--- config.mk ---
export PLATFORM = sky130hd
export DESIGN_NAME = uart_cfg_csr
export DESIGN_NICKNAME = d
export VERILOG_FILES = /design/src/rtl/uart_cfg_csr.sv
export SDC_FILE = /design/constraint.sdc
export NUM_CORES = 1
export LEC_CHECK = 0
export BUFFER_PORTS_ARGS = -buffer_cell sky130_fd_sc_hd__buf_4
export CAP_MARGIN = 20
export CORE_MARGIN = 5
export CORE_UTILIZATION = 45
export DETAILED_ROUTE_END_ITERATION = 10
export PLACE_DENSITY = 0.73
export SLEW_MARGIN = 10
export SYNTH_ARGS = -nofsm -noshare
export SYNTH_HDL_FRONTEND = slang
export SYNTH_SLANG_ARGS = --single-unit
--- constraint.sdc ---
create_clock -name clk -period 1.8 [get_ports clk]
set_input_delay 0.36 -clock clk [delete_from_list [all_inputs] [get_ports clk]]
set_output_delay 0.36 -clock clk [all_outputs]
set_load 0.005 [all_outputs]
--- src/rtl/uart_cfg_csr.sv ---
// uart_cfg_csr
//   Runtime-programmable UART configuration registers. Software writes
//   parity, frame format and baud divisor into shadow registers. A CMD apply
//   request copies the whole shadow set into the active outputs. The copy
//   happens on the first edge at which the UART reports idle.
//
//   Register port handshake: i_wr_en and i_rd_en are single-cycle strobes
//   that are always accepted, and there is no ready signal. A read strobed
//   in cycle N returns o_rdata with o_rvalid=1 in cycle N+1. o_rdata holds
//   its last value while o_rvalid=0. A read and a write in the same cycle
//   are both served, and the read sees the pre-write contents.
//
//   Ports:
//     clk, rst          system clock, synchronous active-high reset
//     i_wr_en, i_rd_en  register write / read strobes
//     i_addr, i_wdata   word address and write data
//     o_rdata, o_rvalid read data and its one-cycle valid
//     i_uart_busy       a TX or RX frame is in progress (blocks commit)
//     o_parity_enable, o_parity_type, o_stop2, o_data_bits, o_baud_div
//                       active UART configuration (registered)
//     o_cfg_update      one-cycle pulse after the active set was reloaded
//     o_pending         an apply request is waiting for an idle UART
//
//   Register map:
//     0 CTRL        {data_bits[4:3], stop2[2], parity_type[1], parity_en[0]}
//     1 BAUD        divisor; a value below 2 is rejected and sets err
//     2 CMD         bit0 apply, bit1 clear err (reads 0)
//     3 STATUS      {busy[2], err[1], pending[0]}
//     4 ACTIVE      CTRL layout of the active outputs
//     5 ACTIVE_BAUD active divisor
module uart_cfg_csr #(
    parameter int CLK_FREQ        = 50_000_000,
    parameter int DEF_BAUD        = 115200,
    parameter int DIV_W           = 16,
    parameter int DATA_W          = 32,
    parameter int DEF_PARITY_EN   = 1,
    parameter int DEF_PARITY_TYPE = 0
) (
    input  logic              clk,
    input  logic              rst,
    input  logic              i_wr_en,
    input  logic              i_rd_en,
    input  logic [2:0]        i_addr,
    input  logic [DATA_W-1:0] i_wdata,
    output logic [DATA_W-1:0] o_rdata,
    output logic              o_rvalid,
    input  logic              i_uart_busy,
    output logic              o_parity_enable,
    output logic              o_parity_type,
    output logic              o_stop2,
    output logic [1:0]        o_data_bits,
    output logic [DIV_W-1:0]  o_baud_div,
    output logic              o_cfg_update,
    output logic              o_pending
);

    localparam logic [DIV_W-1:0] RST_DIV   = DIV_W'(CLK_FREQ / DEF_BAUD);
    localparam logic             RST_PEN   = 1'(DEF_PARITY_EN);
    localparam logic             RST_PTYPE = 1'(DEF_PARITY_TYPE);

    localparam logic [2:0] A_CTRL        = 3'd0;
    localparam logic [2:0] A_BAUD        = 3'd1;
    localparam logic [2:0] A_CMD         = 3'd2;
    localparam logic [2:0] A_STATUS      = 3'd3;
    localparam logic [2:0] A_ACTIVE      = 3'd4;
    localparam logic [2:0] A_ACTIVE_BAUD = 3'd5;

    // Shadow set
    logic             sh_pen;
    logic             sh_ptype;
    logic             sh_stop2;
    logic [1:0]       sh_bits;
    logic [DIV_W-1:0] sh_div;

    logic             pending;
    logic             err;

    logic             wr_ctrl;
    logic             wr_baud;
    logic             wr_cmd;
    logic             baud_ok;
    logic             apply_req;
    logic             err_clr;
    logic             commit;
    logic [DATA_W-1:0] rd_mux;

    // Write data bits above the divisor width are never stored.
    logic unused_wdata;
    assign unused_wdata = ^i_wdata;

    assign wr_ctrl   = i_wr_en && (i_addr == A_CTRL);
    assign wr_baud   = i_wr_en && (i_addr == A_BAUD);
    assign wr_cmd    = i_wr_en && (i_addr == A_CMD);
    assign baud_ok   = i_wdata[DIV_W-1:0] >= DIV_W'(2);
    assign apply_req = wr_cmd && i_wdata[0];
    assign err_clr   = wr_cmd && i_wdata[1];
    assign commit    = pending && !i_uart_busy;

    assign o_pending = pending;

    // Shadow registers
    always_ff @(posedge clk) begin
        if (rst) begin
            sh_pen   <= RST_PEN;
            sh_ptype <= RST_PTYPE;
            sh_stop2 <= 1'b0;
            sh_bits  <= 2'd3;
            sh_div   <= RST_DIV;
        end else begin
            if (wr_ctrl) begin
                sh_pen   <= i_wdata[0];
                sh_ptype <= i_wdata[1];
                sh_stop2 <= i_wdata[2];
                sh_bits  <= i_wdata[4:3];
            end
            if (wr_baud && baud_ok) begin
                sh_div <= i_wdata[DIV_W-1:0];
            end
        end
    end

    // Apply request and sticky error. An apply written in the commit cycle
    // keeps pending set so that a second commit follows.
    always_ff @(posedge clk) begin
        if (rst) begin
            pending <= 1'b0;
            err     <= 1'b0;
        end else begin
            pending <= apply_req | (pending & ~commit);
            if (wr_baud && !baud_ok) begin
                err <= 1'b1;
            end else if (err_clr) begin
                err <= 1'b0;
            end
        end
    end

    // Active set. These registers load only at commit, so shadow writes in
    // the commit cycle are not seen until the next apply.
    always_ff @(posedge clk) begin
        if (rst) begin
            o_parity_enable <= RST_PEN;
            o_parity_type   <= RST_PTYPE;
            o_stop2         <= 1'b0;
            o_data_bits     <= 2'd3;
            o_baud_div      <= RST_DIV;
            o_cfg_update    <= 1'b0;
        end else begin
            o_cfg_update <= commit;
            if (commit) begin
                o_parity_enable <= sh_pen;
                o_parity_type   <= sh_ptype;
                o_stop2         <= sh_stop2;
                o_data_bits     <= sh_bits;
                o_baud_div      <= sh_div;
            end
        end
    end

    // Read mux. It is built from current register values, so a read in the
    // same cycle as a write returns the pre-write contents.
    always_comb begin
        rd_mux = '0;
        case (i_addr)
            A_CTRL:        rd_mux[4:0]       = {sh_bits, sh_stop2, sh_ptype, sh_pen};
            A_BAUD:        rd_mux[DIV_W-1:0] = sh_div;
            A_STATUS:      rd_mux[2:0]       = {i_uart_busy, err, pending};
            A_ACTIVE:      rd_mux[4:0]       = {o_data_bits, o_stop2, o_parity_type, o_parity_enable};
            A_ACTIVE_BAUD: rd_mux[DIV_W-1:0] = o_baud_div;
            default:       rd_mux            = '0;
        endcase
    end

    always_ff @(posedge clk) begin
        if (rst) begin
            o_rvalid <= 1'b0;
            o_rdata  <= '0;
        end else begin
            o_rvalid <= i_rd_en;
            if (i_rd_en) begin
                o_rdata <= rd_mux;
            end
        end
    end

endmodule

==> results.md <==
* Num ports at 96
* RSZ-0062 raised after global routing: false
* Fillers at 552
* # DRC at 0
* Reg2reg end: o_rdata[1]$_SDFFE_PP0P_
* GRT Total Usage at 17.9%
* Critical Path AT at 1700 ps
* Placed Area at 3320 sq um
* TritonRoute pass-1 iters at 4
* Status: complete, no violations
* Worst setup margin at 369 ps
* Yosys reg bits at 62
* Detail Route Antenna Nets at 0
* Clk_skew at 4.30 ps
* Avg Cell Area, Syn at 8.97 sq um
* Layout area overhead at 24.7%
* Initial antenna violation count at 0
* Crit path max-delay family: simple AND/OR/NAND/NOR gates
* Ys async rst share at 0%
* Final period util at 79.5%
* Count of cell types in the netlist at 36
* Initial DRC count at 102
* Slowest-stage cell, CP: nor3_4
* Met2 Routed Length at 2.93 mm
* Via Count at 2337
* Die area at 7900 sq um
* WL met3 at 431 um
* MaxCap Viol Count at 0
* Die height at 88.9 um
* Clk Latency, worst-skew pair at 340 ps
* Final wirelength at 6.64 mm
* CTS Buf Count at 9
* Setup bufs post-CTS at 0
* Top FF cell, synth: dfxtp_1
* PwrDens at 780 nW/um^2
* Worst-Margin Slew at 879 ps
* Routed WL per cell at 14.5 um
* Clock Tree Buf Depth at 2
* Slew HR at 41.2%
* CTS Hold Bufs at 0
* RePlAce Congestion at 0.799
* CP Cell Sequence: buf_4, nor3_1, and4_1, nor3_4, mux2i_1
* Hold worst-path end: sh_bits[0]$_SDFFE_PP1P_
* Hold Path Cell Cnt at 2
* CP max stage delay at 690 ps
* CTS Root Buffer Type: clkbuf_8
* Post-CTS sizing at 0
* Min-Delay Path Class: in -> reg
* Final Hold Fails at 0
* Largest net degree at the start of global routing at 40
* Die extent in x at 88.9 um
* I/O Buffers at 63
* H-tree depth at 3
* Non-filler cells, final at 459
* Detailed Place HPWL at 4.95 mm
* Setup TNS at 0 ps
* Vias per cell at 5.09
* Worst setup SP type: input pin
* Core Rows at 28
* Worst VDD drop at 0.463 mV
* Leak Pwr at 0.00147 uW
* Clock slew seen by the registers of the worst setup and hold paths at 60 ps
* Pre-CTS WS at 5.24 ps
* Initial Utilization at 46.7%
* GR Overflow Total at 0
* Post-Route Utilization at 58.2%
* Final nets at 420
* First-pass GRT wire length at 10.6 mm
* Placed cell count at 444
* CTS Sinks at 62
* Fmax achieved at 699 MHz
* Crit. End Element: flop
* FF-to-FF path depth at 4
* Crit path depth at 5
* Required time of the critical path at 2070 ps
* Vias in the first global route at 2131
* Crit path kind: in -> reg
* Highest metal used: met4
* CP max FO at 15
* Clock period minus final worst setup slack at 1430 ps
* CTS tree: built
* CP bufs+invs at 1
* Met1 WL at 3.12 mm
* Number of synthesized flops with an enable pin at 0
* Synth warnings at 0
* Core area at 5990 sq um
* Design Area, Final at 3490 sq um
* R2R Path Start: sh_ptype$_SDFFE_PP0P_
* Final Max Slew Viols at 0
* Reg2reg setup slack at 500 ps
* Post-Syn Area at 2800 sq um
* Final setup fails at 0
* Syn Inst Count at 312
* Post-synthesis sequential area ratio at 44.3%
* Share of layout cells above drive strength 1 at 25.8%
* Antenna Cells at 0
* Worst Hold Launch: i_wdata[3]
[area by class of cell]
type | count | area, sq um | share of cell area [%]
clock buffer | 14 | 163 | 4.66
clock inverter | 1 | 5.00 | 0.143
inverter | 2 | 7.51 | 0.215
multi-input combinational | 227 | 1390 | 39.9
sequential | 62 | 1240 | 35.6
tap | 75 | 93.8 | 2.69
timing repair buffer | 78 | 586 | 16.8
[layout by cell type (no fill, tap or decap), drive strengths merged, types with 2 or more instances in the layout]
master   Yosys  routed
buf         22      78
dfxtp       62      62
nand2       47      47
nor2        34      34
mux2i       30      30
nand2b      21      21
a21oi       18      18
conb         1      16
clkbuf      14      14
a2bb2oi     11      11
nand3b      10      10
nor2b        5       5
o21ai        5       5
a22oi        4       4
nor3         4       4
nor4         3       3
a211o        3       3
o31ai        3       3
inv          2       2
mux4         2       2
nand3        2       2
nor3b        2       2
[cells in the mapped netlist, drive strengths merged (5+ instances only)]
master   number  share of area [%]
dfxtp        62                 44
nand3b       10                2.7
o21ai         5               0.89
mux2i        30                 11
a21oi        18                3.2
nand2b       21                5.1
a2bb2oi      11                3.4
nand2        47                6.3
nor2b         5                1.1
nor2         34                4.6
buf          22                5.7
clkbuf       14                1.9
[registers in the layout, summed over array words and instances, names as in the netlist, 2 cells and up]
| register | count |
|---|---|
| o_baud_div | 16 |
| o_rdata | 16 |
| sh_div | 16 |
| o_data_bits | 2 |
| sh_bits | 2 |
[logic make-up (layout without fill, tap and decap cells)]
kind of cell / Yosys count / in the layout / synth area share (%)
buf+inv: 38 / 95 / 7.87
other cells: 1 / 16 / 0.134
compound gates: 46 / 46 / 10.9
simple gates: 133 / 133 / 24.5
flops: 62 / 62 / 44.3
mux: 32 / 32 / 12.3
[report_power, final]
group,switching [uW],internal [uW]
clock network,495,567
registers,16.3,1390
logic,127,121
total,638,2080
[how the worst max path moves through the flow]
stage	from	to
after floorplan	i_addr[2]	sh_div[10]$_SDFFE_PP0P_
after global placement	i_wdata[9]	sh_div[3]$_SDFFE_PP0P_
after detailed placement	i_wdata[9]	sh_div[0]$_SDFFE_PP0P_
after CTS	i_wdata[9]	sh_div[4]$_SDFFE_PP1P_
after global routing	i_wdata[9]	sh_div[1]$_SDFFE_PP1P_
final	i_wdata[9]	sh_div[2]$_SDFFE_PP0P_
[metrics by stage]
stage / power, uW / hold WS, ps
floorplan: 1600 / 440
global placement: 1690 / 444
detailed placement: 1690 / 459
CTS: 2750 / 244
global route: 2850 / 247
finish: 2720 / 256
[layer usage]
| layer | vias up | track usage [%] |
|---|---|---|
| li1 | 1172 | - |
| met1 | 1087 | 24.4 |
| met2 | 66 | 25.9 |
| met3 | 12 | 4.56 |
| met4 | 0 | 9.34 |
| met5 | - | 0 |
(Power assumes the default switching activity.)
